File: src/rtl/float_sqrt_core.sv
// float_sqrt_core
//   Single-precision (binary32) square root, start/done handshake, fixed
//   28-cycle latency from the start cycle to the done pulse for every operand.
//   Restoring digit recurrence, one result bit per cycle (24 + guard), then
//   round-to-nearest-even using guard and a sticky bit from the remainder.
// Ports:
//   clk        clock, rising edge
//   rst        synchronous active-high reset
//   start      request pulse, op sampled in the same cycle (ignored when busy)
//   op         operand
//   busy       operation in flight (UNPACK..DONE)
//   done       one-cycle pulse, res/underflow/exception valid
//   res        result, held until the next done
//   overflow   constant 0
//   underflow  subnormal operand flushed to signed zero
//   exception  invalid operation, NaN result
module float_sqrt_core #(
   parameter int DATA_W = 32
) (
   input  logic              clk,
   input  logic              rst,
   input  logic              start,
   input  logic [DATA_W-1:0] op,
   output logic              busy,
   output logic              done,
   output logic [DATA_W-1:0] res,
   output logic              overflow,
   output logic              underflow,
   output logic              exception
);

   typedef enum logic [2:0] {IDLE, UNPACK, ITER, ROUND, DONE} state_t;

   state_t      state, nxt;
   logic [31:0] op_q;
   logic [4:0]  cnt;
   logic [49:0] rad;      // radicand bit pairs, consumed from the top
   logic [27:0] rem;      // partial remainder
   logic [24:0] q;        // root bits, q[0] is the guard bit
   logic [7:0]  exp_q;    // result exponent minus one (hidden bit adds it back)
   logic        spec, spec_exc, spec_unf;
   logic [31:0] spec_res;

   // ---------------- state register ----------------
   always_ff @(posedge clk) begin
      if (rst) state <= IDLE;
      else     state <= nxt;
   end

   // ---------------- next state ----------------
   always_comb begin
      nxt = state;
      case (state)
         IDLE:    if (start) nxt = UNPACK;
         UNPACK:  nxt = ITER;
         ITER:    if (cnt == 5'd24) nxt = ROUND;
         ROUND:   nxt = DONE;
         DONE:    nxt = IDLE;
         default: nxt = IDLE;
      endcase
   end

   // ---------------- outputs ----------------
   always_comb begin
      busy     = (state != IDLE);
      done     = (state == DONE);
      overflow = 1'b0;
   end

   // ---------------- unpack ----------------
   // Biased result exponent is floor((E+127)/2); the low bit of E+127 is the
   // parity of the unbiased exponent, i.e. whether the radicand doubles.
   logic [7:0]  u_e;
   logic [22:0] u_m;
   logic [8:0]  u_sum;
   logic [24:0] u_rad;
   assign u_e   = op_q[30:23];
   assign u_m   = op_q[22:0];
   assign u_sum = {1'b0, u_e} + 9'd127;
   assign u_rad = u_sum[0] ? {1'b1, u_m, 1'b0} : {1'b0, 1'b1, u_m};

   // ---------------- recurrence step ----------------
   logic [27:0] it_rem_t, it_trial, it_diff;
   logic        it_ge;
   assign it_rem_t = {rem[25:0], rad[49:48]};
   assign it_trial = {1'b0, q, 2'b01};
   assign it_ge    = (it_rem_t >= it_trial);
   assign it_diff  = it_rem_t - it_trial;

   // ---------------- rounding ----------------
   // Adding the 24-bit significand (hidden bit included) onto exponent-1
   // restores the exponent; a rounding carry-out ripples into the exponent,
   // which is exactly the renormalisation.
   logic        rn_sticky, rn_inc;
   logic [31:0] rn_res;
   assign rn_sticky = |rem;
   assign rn_inc    = q[0] & (rn_sticky | q[1]);
   assign rn_res    = {1'b0, exp_q, 23'd0} + {8'd0, q[24:1]} + {31'd0, rn_inc};

   // ---------------- datapath ----------------
   always_ff @(posedge clk) begin
      if (rst) begin
         op_q      <= '0;
         cnt       <= '0;
         rad       <= '0;
         rem       <= '0;
         q         <= '0;
         exp_q     <= '0;
         spec      <= 1'b0;
         spec_exc  <= 1'b0;
         spec_unf  <= 1'b0;
         spec_res  <= '0;
         res       <= '0;
         underflow <= 1'b0;
         exception <= 1'b0;
      end else begin
         case (state)
            IDLE: if (start) op_q <= op;
            UNPACK: begin
               cnt   <= '0;
               rem   <= '0;
               q     <= '0;
               rad   <= {u_rad, 25'd0};
               exp_q <= u_sum[8:1] - 8'd1;
               spec_exc <= 1'b0;
               spec_unf <= 1'b0;
               spec_res <= '0;
               spec     <= 1'b1;
               if (u_e == 8'hFF && u_m != '0) begin
                  spec_res <= 32'h7FC00000;
                  spec_exc <= 1'b1;
               end else if (u_e == 8'h00 && u_m == '0) begin
                  spec_res <= op_q;
               end else if (u_e == 8'h00) begin
                  // subnormal checked before sign: flushes to signed zero
                  spec_res <= {op_q[31], 31'd0};
                  spec_unf <= 1'b1;
               end else if (op_q[31]) begin
                  spec_res <= 32'h7FC00000;
                  spec_exc <= 1'b1;
               end else if (u_e == 8'hFF) begin
                  spec_res <= 32'h7F800000;
               end else begin
                  spec <= 1'b0;
               end
            end
            ITER: begin
               rem <= it_ge ? it_diff : it_rem_t;
               q   <= {q[23:0], it_ge};
               rad <= {rad[47:0], 2'b00};
               cnt <= cnt + 5'd1;
            end
            ROUND: begin
               res       <= spec ? spec_res : rn_res;
               exception <= spec_exc;
               underflow <= spec_unf;
            end
            default: ;
         endcase
      end
   end

endmodule

File: config.mk
export PLATFORM = sky130hd
export DESIGN_NAME = float_sqrt_core
export DESIGN_NICKNAME = d
export VERILOG_FILES = /design/src/rtl/float_sqrt_core.sv
export SDC_FILE = /design/constraint.sdc
export NUM_CORES = 1
export LEC_CHECK = 0
export CAP_MARGIN = 10
export CELL_PAD_IN_SITES_DETAIL_PLACEMENT = 0
export CELL_PAD_IN_SITES_GLOBAL_PLACEMENT = 2
export CORE_ASPECT_RATIO = 2
export CORE_UTILIZATION = 38
export CTS_CLUSTER_DIAMETER = 60
export DETAILED_ROUTE_END_ITERATION = 6
export GPL_TIMING_DRIVEN = 0
export PLACE_DENSITY_LB_ADDON = 0.12
export SLEW_MARGIN = 10
export SYNTH_ARGS = -nofsm -noshare
export SYNTH_HDL_FRONTEND = slang
export SYNTH_SLANG_ARGS = --single-unit
File: constraint.sdc
create_clock -name clk -period 6.7 [get_ports clk]
set_clock_uncertainty 0.15 [all_clocks]
set_input_delay 1.34 -clock clk [delete_from_list [all_inputs] [get_ports clk]]
set_output_delay 1.34 -clock clk [all_outputs]
set_load 0.01 [all_outputs]
==> summary.md, run 1 <==
| Metric | Value |
|---|---|
| Critical Path Sink Type | register |
| Final Setup Violations | 0 |
| Slew margin rel. | 0.396 |
| First-pass GRT wire length | 51000 um |
| Sequential area share after synthesis | 0.397 |
| Largest net degree at the start of global routing | 17 |
| Die Y | roughly 230 um |
| Hold WC Path Type | reg2reg |
| GR Overflow Total | 0 |
| 1st-pass router iterations | 5 |
| Initial antenna violation count | 0 |
| Final Net Count | 1379 |
| Post-synthesis instance total | 1221 |
| Async set-or-reset flop fraction in the synthesized netlist | 0 |
| GR Layer Usage met2 | 0.521 |
| Post-synth design cell area | 9840 um2 |
| CORE AREA | 25500 um2 |
| Die Wd | 116 um |
| Routed Antenna Nets | 0 |
| Syn Nets | around 1300 |
| Routed Wire Length | 32900 um |
| Setup ws final | between 3 and 4 ns |
| Power Dens Cells | 525 nW/um2 |
| Post-CTS Resized | 0 |
| Total CTS buffers | 17 |
| Setup_tns | 0 ns |
| Syn avg cell area | around 8.1 um2 |
| # DRC | 0 |
| H-tree depth | 4 |
| Outcome | completed |
| Top Usage Layer GRT | met2 |
| Routed wire per std cell | 19.8 um |
| Crit path max fanout | 10 |
| Top Ports | 72 |
| Max rail drop VDD | ~0.00043 V |
| I/O Buffers | 69 |
| Worst EP arrival | 3.86 ns |
| Crit share post-route | 0.551 |
| Commonest cells after routing, fill and taps aside | 200 x nand2_1, 195 x dfxtp_1, 137 x a21oi_1 |
| Post-synth cell types | 65 |
| Area delta synth->final | 17.6% |
| RD Place Congestion | 0.849 |
| Met3 usage | 0.0397 |
| Clock root buffer | clkbuf_16 |
| CP max stage delay | about 0.48 ns |
| Clock Latency Late Sink | 0.45 ns |
| Post-CTS setup buffer count | 0 |
| Final hold violation count | 0 |
| Slowest-stage cell, CP | a21oi_1 |
| DR vias | between 8000 and 9000 |
| Final core utilization | 0.453 |
| Number of synthesized flops with an enable pin | 0 |
| Worst EP required | 6.87 ns |
| Drt via density | between 5 and 6 |
| Critical path class | reg2reg |
| Final min period | 3.69 ns |
| Row cnt | 83 |
| Slew @ Worst Pin | between 0.9 and 1 ns |
| RSZ-0062 raised after global routing | no |
| Top FF cell, synth | dfxtp_1 |
| Seq cells post-synth | ~200 |
| Clk sinks | between 150 and 200 |
| Critical path, cell by cell | clkbuf_1 > inv_1 > ha_1 > a21oi_1 > o21ai_0 > a2bb2oi_1 > o31ai_4 > o21ai_4 > buf_6 > mux2i_1 > o21ai_1 |
| Most common cell after layout, fill and taps aside | nand2_1 |
| Slew Limit Fails | 0 |
| Yosys Warn Count | 0 |
| GRT Total Usage | 0.260 |
| Maximum clock frequency | 271 MHz |
| Vias in the first global route | approximately 9000 |
| Max Cap Viol | 0 |
| Drt initial violations | 373 |
| Clock transition at the registers of the reported paths | about 0.07 ns |
| ANT cells | 0 |
| CTS max path bufs | 2 |
| LEAKAGE | 0.00412 uW |
| CTS Hold Bufs | 0 |
| Post-DP HPWL | ~26000 um |
| Layout cells sized above 1 | 0.0561 |
| Die Area | 26600 um2 |
| CTS tree | built |
| CP delay by family, top | compound AO/OA/AOI/OAI gates |
| Pre-CTS setup slack | 3.09 ns |
| Initial Utilization | 0.385 |
| CP bufs+invs | 3 |
| M1 GR Usage | 0.240 |
| Crit start category | register |
==> state kept, by name, indices dropped and copies added (netlist names) <==
| register | cells |
|---|---|
| state | 3 |
| spec_exc | 1 |
| spec_res | 32 |
| cnt | 5 |
| op_q | 32 |
| exception | 1 |
| rad | 25 |
| q | 25 |
| spec_unf | 1 |
| exp_q | 8 |
| res | 32 |
| underflow | 1 |
| spec | 1 |
| rem | 28 |
==> worst register-to-register path, cell delays in order, from the launching register on <==
cell	delay [ns]
dfxtp_1	0.31
clkbuf_1	0.34
inv_1	0.11
ha_1	0.41
a21oi_1	0.48
o21ai_0	0.22
a2bb2oi_1	0.28
o31ai_4	0.19
o21ai_4	0.44
buf_6	0.23
mux2i_1	0.31
o21ai_1	0.09
==> cell usage after synthesis, types with 4 or more instances <==
| cell type | number | area [um2] |
|---|---|---|
| a211oi_1 | 9 | 67.6 |
| a21o_1 | 4 | 30.0 |
| a21oi_1 | 137 | 686 |
| a22oi_1 | 31 | 233 |
| a31oi_1 | 5 | 31.3 |
| a32oi_1 | 7 | 61.3 |
| and2_1 | 26 | 163 |
| and3_1 | 7 | 43.8 |
| buf_1 | 6 | 22.5 |
| clkbuf_1 | 66 | 248 |
| dfxtp_1 | 195 | 3900 |
| ha_1 | 35 | 438 |
| inv_1 | 36 | 135 |
| mux2i_1 | 28 | 280 |
| nand2_1 | 200 | 751 |
| nand2b_1 | 11 | 68.8 |
| nand3_1 | 23 | 115 |
| nand3b_1 | 5 | 37.5 |
| nand4_1 | 21 | 131 |
| nor2_1 | 89 | 334 |
| nor2b_1 | 7 | 43.8 |
| nor3_1 | 17 | 85.1 |
| nor3b_1 | 4 | 30.0 |
| nor4_1 | 21 | 131 |
| o211ai_1 | 11 | 82.6 |
| o21a_1 | 11 | 82.6 |
| o21ai_0 | 70 | 350 |
| o21ai_1 | 6 | 30.0 |
| o221a_2 | 21 | 236 |
| xnor2_1 | 50 | 438 |
| xor2_1 | 12 | 105 |
==> final cells by class <==
class                      instances  area [um2]
buffer                            81         343
clock buffer                      19         443
clock inverter                    11         178
fill                            2747       14000
inverter                          36         135
multi-input combinational        909        5460
sequential                       195        3900
tap                              340         425
timing repair buffer              69         691
==> logic make-up after synthesis <==
kind of cell | synth area share
adder cells (fa/ha/maj) | 0.0445
AND/OR/NAND/NOR | 0.210
other | 0.000381
multiplexers | 0.0285
AO/OA/AOI/OAI | 0.216
XOR/XNOR | 0.0552
flip-flops | 0.397
buffers and inverters | 0.0486
==> final timing paths <==
| kind | from | end | slack, ns | cells past startpoint |
|---|---|---|---|---|
| hold / removal | exception$_SDFFE_PP0P_ | exception$_SDFFE_PP0P_ | 0.31 | 2 |
| hold reg to reg | exception$_SDFFE_PP0P_ | exception$_SDFFE_PP0P_ | 0.31 | 2 |
| setup reg to reg | q[17]$_SDFFE_PP0N_ | rem[26]$_SDFFE_PP0N_ | 3.01 | 11 |
| setup / recovery | q[17]$_SDFFE_PP0N_ | rem[26]$_SDFFE_PP0N_ | 3.01 | 11 |
==> per-layer routing <==
metal / wire [um] / vias up
met1: 11400 / 4217
met4: 1590 / 0
li1: - / 4470
met3: 784 / 66
met5: 0 / -
met2: 19100 / 162
==> power by group <==
group          internal (uW)  switching [uW]  total (uW)
Sequential              1260             113        1370
Combinational           1410            2190        3600
Clock                    635             471        1110
==> metrics by stage <==
step                      cell area (um2)  hold WS (ns)  cells  power (uW)
after floorplan                      9840         0.278   1221        3940
after global placement              11000         0.291   1630        4990
after detailed placement            11000         0.294   1630        4960
after CTS                           11600         0.308   1660        6090
after global routing                11600         0.327   1660        6480
final                               11600         0.307   1660        6070
(Power assumes the default switching activity.)
==> run 2: changes to the inputs <==
- CORE_UTILIZATION: 38 -> 32
- clock period: 6.7 -> 3.2 ns (I/O delays scaled with it)
==> run 2 against run 1 <==
Critical path depth decreased by 1. Via count decreased by 0.84%. Flip-flop and latch count unchanged. Combinational power increased by 120%. Utilization decreased by 6.6 points. Global-route usage decreased by 3.9 points. First-iteration DRC count decreased by 10%. Sequential power increased by 110%. Fmax increased by 20%. Critical endpoint unchanged. Largest cell class unchanged. Highest routed layer unchanged.
==> summary.md, run 2 (synthesized netlist as in run 1, its figures left out) <==
| Metric | Value |
|---|---|
| Total CTS buffers | 17 (unchanged) |
| Die Wd | 126 um (+8.8%) |
| CTS tree | built |
| Worst EP required | 3.38 ns (-3.49 ns) |
| Drt via density | 5.23 (-2.7%) |
| Capture endpoint of the worst hold path | res[14]$_SDFFE_PP0P_ |
| I/O Buffers | 69 (unchanged) |
| Initial Utilization | 0.326 (-0.0591) |
| Final hold violation count | 0 (unchanged) |
| Largest net degree at the start of global routing | 20 (+3) |
| Worst R2R Path Depth | 10 (-1) |
| CTS Hold Bufs | 0 (unchanged) |
| Final Setup Violations | 0 (unchanged) |
| GRT Total Usage | 0.221 (-0.0390) |
| Commonest cells after routing, fill and taps aside | 200 x nand2_1, 193 x dfxtp_1, 134 x a21oi_1 |
| Layout cells sized above 1 | 0.0711 (+0.0150) |
| Power Dens Cells | 1110 nW/um2 (+110%) |
| Row cnt | 90 (+8.4%) |
| Slowest-stage cell, CP | ha_1 |
| Crit path max fanout | 10 (unchanged) |
| Clk sinks | 195 (unchanged) |
| Die Y | 250 um (+8.9%) |
| Max Cap Viol | 0 (unchanged) |
| LEAKAGE | 0.00415 uW (+0.70%) |
| Outcome | completed |
| Critical path class | reg2reg |
| Routed wire per std cell | 19.9 um (+0.72%) |
| RR Endpoint | rem[26]$_SDFFE_PP0N_ |
| CORE AREA | 30200 um2 (+18%) |
| Worst EP arrival | 3.25 ns (-0.61 ns) |
| Clock root buffer | clkbuf_16 |
| Setup slack, reg-to-reg | 0.13 ns (-2.88 ns) |
| DR vias | 8840 (-0.84%) |
| Die Area | 31500 um2 (+18%) |
| Critical path, cell by cell | inv_1 > ha_1 > a21oi_2 > o21ai_0 > or2_1 > a41o_1 > o21ai_4 > buf_6 > mux2i_2 > o21ai_1 |
| R2r startpoint | q[19]$_SDFFE_PP0N_ |
| Slew Limit Fails | 0 (unchanged) |
| Vias in the first global route | 9193 (+0.19%) |
| Max rail drop VDD | 0.000875 V (+100%) |
| Clock transition at the registers of the reported paths | 0.08 ns (about the same) |
| Clock Latency Late Sink | 0.46 ns (about the same) |
| Setup ws final | 0.134 ns (-2.88 ns) |
| Routed Wire Length | 33700 um (+2.6%) |
| ANT cells | 0 (unchanged) |
| Maximum clock frequency | 326 MHz (+20%) |
| Initial antenna violation count | 0 (unchanged) |
| Most common cell after layout, fill and taps aside | nand2_1 |
| Crit share post-route | 0.958 (+0.408) |
| Critical Path Sink Type | register |
| Largest regs | op_q x32, res x32, spec_res x32 |
| Dpl cell area | 11000 um2 (+0.32%) |
| First-pass GRT wire length | 52300 um (+2.5%) |
| Post-DP HPWL | 27200 um (+3.9%) |
| Slew @ Worst Pin | 0.878 ns (-0.0236 ns) |
| Crit start category | register |
| CP max stage delay | 0.44 ns (-0.04 ns) |
| WHS Path Cells | 2 (unchanged) |
| Pre-CTS setup slack | -0.355 ns (-3.45 ns) |
| Slew margin rel. | 0.411 (+0.0148) |
| GR Overflow Total | 0 (unchanged) |
| Routed Antenna Nets | 0 (unchanged) |
| 1st-pass router iterations | 5 (unchanged) |
| Final instance area | 11700 um2 (+0.99%) |
| WHS | 0.304 ns (-0.00281 ns) |
| # DRC | 0 (unchanged) |
| Top Ports | 72 (unchanged) |
| Area delta synth->final | 18.8% |
| Hold WC Path Type | reg2reg |
| H-tree depth | 4 (unchanged) |
| RD Place Congestion | 0.812 (-4.3%) |
| Final min period | 3.07 ns (-0.623 ns) |
| Final Net Count | 1380 (+0.073%) |
| Drt initial violations | 335 (-10%) |
| CTS max path bufs | 2 (unchanged) |
| Worst Min Path Start | res[14]$_SDFFE_PP0P_ |
==> run 2: layer usage <==
layer | wire, um | GRT usage | up-vias
met4 | 1020 | 0.0826 | 0
met2 | 20200 | 0.464 | 111
met3 | 513 | 0.0270 | 37
met5 | 0 | 0 | -
li1 | - | - | 4480
met1 | 12000 | 0.207 | 4212
==> run 2: worst max path at each step <==
stage	start	slack (ns)	to
2_1_floorplan	q[23]$_SDFFE_PP0N_	0.57	rem[26]$_SDFFE_PP0N_
3_3_place_gp	q[17]$_SDFFE_PP0N_	-0.34	rem[26]$_SDFFE_PP0N_
3_5_place_dp	q[17]$_SDFFE_PP0N_	-0.36	rem[26]$_SDFFE_PP0N_
4_1_cts	q[19]$_SDFFE_PP0N_	0.01	rem[26]$_SDFFE_PP0N_
5_1_grt	q[20]$_SDFFE_PP0N_	-0.006	rem[22]$_SDFFE_PP0N_
6_report	q[19]$_SDFFE_PP0N_	0.13	rem[26]$_SDFFE_PP0N_
==> run 2: final cells by class <==
type	instances	area, um2
multi-input cells	909	5520
flip-flops and latches	195	3910
plain buffers	78	332
inverters	36	135
well taps	368	460
clock inverters	15	194
fillers	3235	18500
clock buffers	17	425
repair buffers	73	721
==> run 2: worst max-delay path: cells and delay by family (launching register included) <==
family          cells  cell delay [ns]
buf+inv             2             0.34
simple gates        1             0.29
compound gates      5             1.03
flops               1             0.43
mux                 1             0.26
fa+ha+maj           1             0.44
==> run 2: timing repair <==
action	in CTS	in global routing
gates resized for setup	8	9
buffers inserted	1	3
pin swaps	1	3
gates cloned	0	0
setup endpoints to repair	30	27
==> run 2: per-stage QoR <==
stage	TNS, ns	cells	util	power [uW]
floorplan	0	1221	-	8260
global placement	-6.17	1658	0.364	10500
detailed placement	-6.21	1658	0.364	10400
CTS	0	1690	0.386	12900
global route	-0.00628	1691	0.387	13800
finish	0	1691	0.387	13000
==> run 2: where the power goes <==
group | internal, uW | switching [uW] | total, uW
Combinational | 3230 | 4580 | 7810
Clock | 1190 | 1090 | 2280
Sequential | 2630 | 240 | 2870
Total | 7050 | 5910 | 13000
==> variant: new RTL, settings of run 2 <==
Encoding of `state_t`: now one-hot (5 bits for 5 states).
--- a/src/rtl/float_sqrt_core.sv
+++ b/src/rtl/float_sqrt_core.sv
@@ -31,3 +31,3 @@
 
-   typedef enum logic [2:0] {IDLE, UNPACK, ITER, ROUND, DONE} state_t;
+   typedef enum logic [4:0] {IDLE = 5'b00001, UNPACK = 5'b00010, ITER = 5'b00100, ROUND = 5'b01000, DONE = 5'b10000} state_t;
 
Behaviour: no difference found for any inputs over 10 cycles, from zero or initial values and one cycle with rst high; not proved beyond that.
==> variant against run 2 <==
  * Design area rose by 3.3%
  * Area after synthesis rose by 1.6%
  * Worst setup slack got worse by 0.031 ns
  * Global-route usage increased by 0.48 points
  * Routed wire length rose by 3.1%
  * Critical path type unchanged
  * Largest cell class unchanged
  * Critical path depth grew 1
  * Sequential cell count is 2 higher
  * Worst hold slack lost 0.0043 ns
Power is not compared: it rests on default switching activity, and its combinational part moved more than twofold at a synthesized area within 25%.
==> variant: results <==
{
  "synthMuxAreaShare": 0.02903,
  "n_all_buffers": 158,
  "status": "finished, final reports clean",
  "fin_area_sq_um": 12080,
  "inv_count": 37,
  "post-dp-hpwl_um": 27620,
  "min_from": "rem[27]",
  "crit_path_max_incr_delay_ns": 0.42,
  "worst-path-max-fanout": 6,
  "bufAreaShareNonClock": 0.09231,
  "postSynthNetCount": 1329,
  "synthTopCellsByCount": "207 x nand2_1, 197 x dfxtp_1, 134 x a21oi_1",
  "port_buffers": 70,
  "grt_pass1_wl_um": 53470,
  "synthTopCellsByArea": "dfxtp_1 39%, nand2_1 7.8%, a21oi_1 6.7%",
  "drive_gt1_frac": 0.07901,
  "drt_iter0_markers": 494,
  "cp_data_arrival_time_ns": 3.28,
  "avgViaCountPerCell": 5.233,
  "final_nets": 1424,
  "crit_path_top_delay_cell": "a221o_1",
  "wire_per_inst_um": 20.01,
  "wl_um": 34790,
  "fin_crit_sh": 0.9679,
  "synth-seq-cells": 197,
  "crit_end": "rem[27]",
  "synth_compound_area_frac": 0.2150,
  "synth_fa_ha_area_frac": 0.04380,
  "multi_input_area_share": 0.4784,
  "track_usage": 0.2253,
  "synth_area_per_cell_sq_um": 7.941,
  "worst_hold_slack_ns": 0.2998,
  "synth_cell_type_count": 69,
  "layout.comb_gates.multi_input": 943,
  "gp_congestion": 0.8542,
  "rrSetupSlack_ns": 0.10,
  "dieArea_sq_um": 32000,
  "placed_area_sq_um": 11160,
  "ff_latch_area_sq_um": 3971,
  "rr_startpoint": "q[6]"
}
## variant: changes by cell type after synthesis, sizes merged, moves of 7 or more
cell / before / now
nor2: 89 / 122
a211oi: 10 / 34
o221a: 21 / 0
a22o: 0 / 10
a21o: 4 / 13
nor4: 21 / 13
o21ai: 77 / 69
nand2: 200 / 207
xnor2: 50 / 43
## variant: logic make-up after synthesis
logic type                 count (synthesis)
adders and majority gates                 35
other                                      1
buffers and inverters                    119
muxes                                     29
xor gates and xnor gates                  61
AOI/OAI and AO/OA                        341
and+or+nand+nor                          476
DFF                                      197
## variant: routing by layer
layer,part of all wire,vias to the layer above,GRT usage
li1,-,4568,-
met1,0.36,4374,0.2171
met2,0.59,120,0.4662
met3,0.015,39,0.02417
met4,0.035,0,0.09558
met5,0,-,0
## variant: repair_timing
action | 4_1_cts | 5_1_grt
gates resized for setup | 16 | 50
hold buffers | 0 | 0
pin swaps | 4 | 11
setup buffers | 2 | 4
setup endpoints to repair | 40 | 32
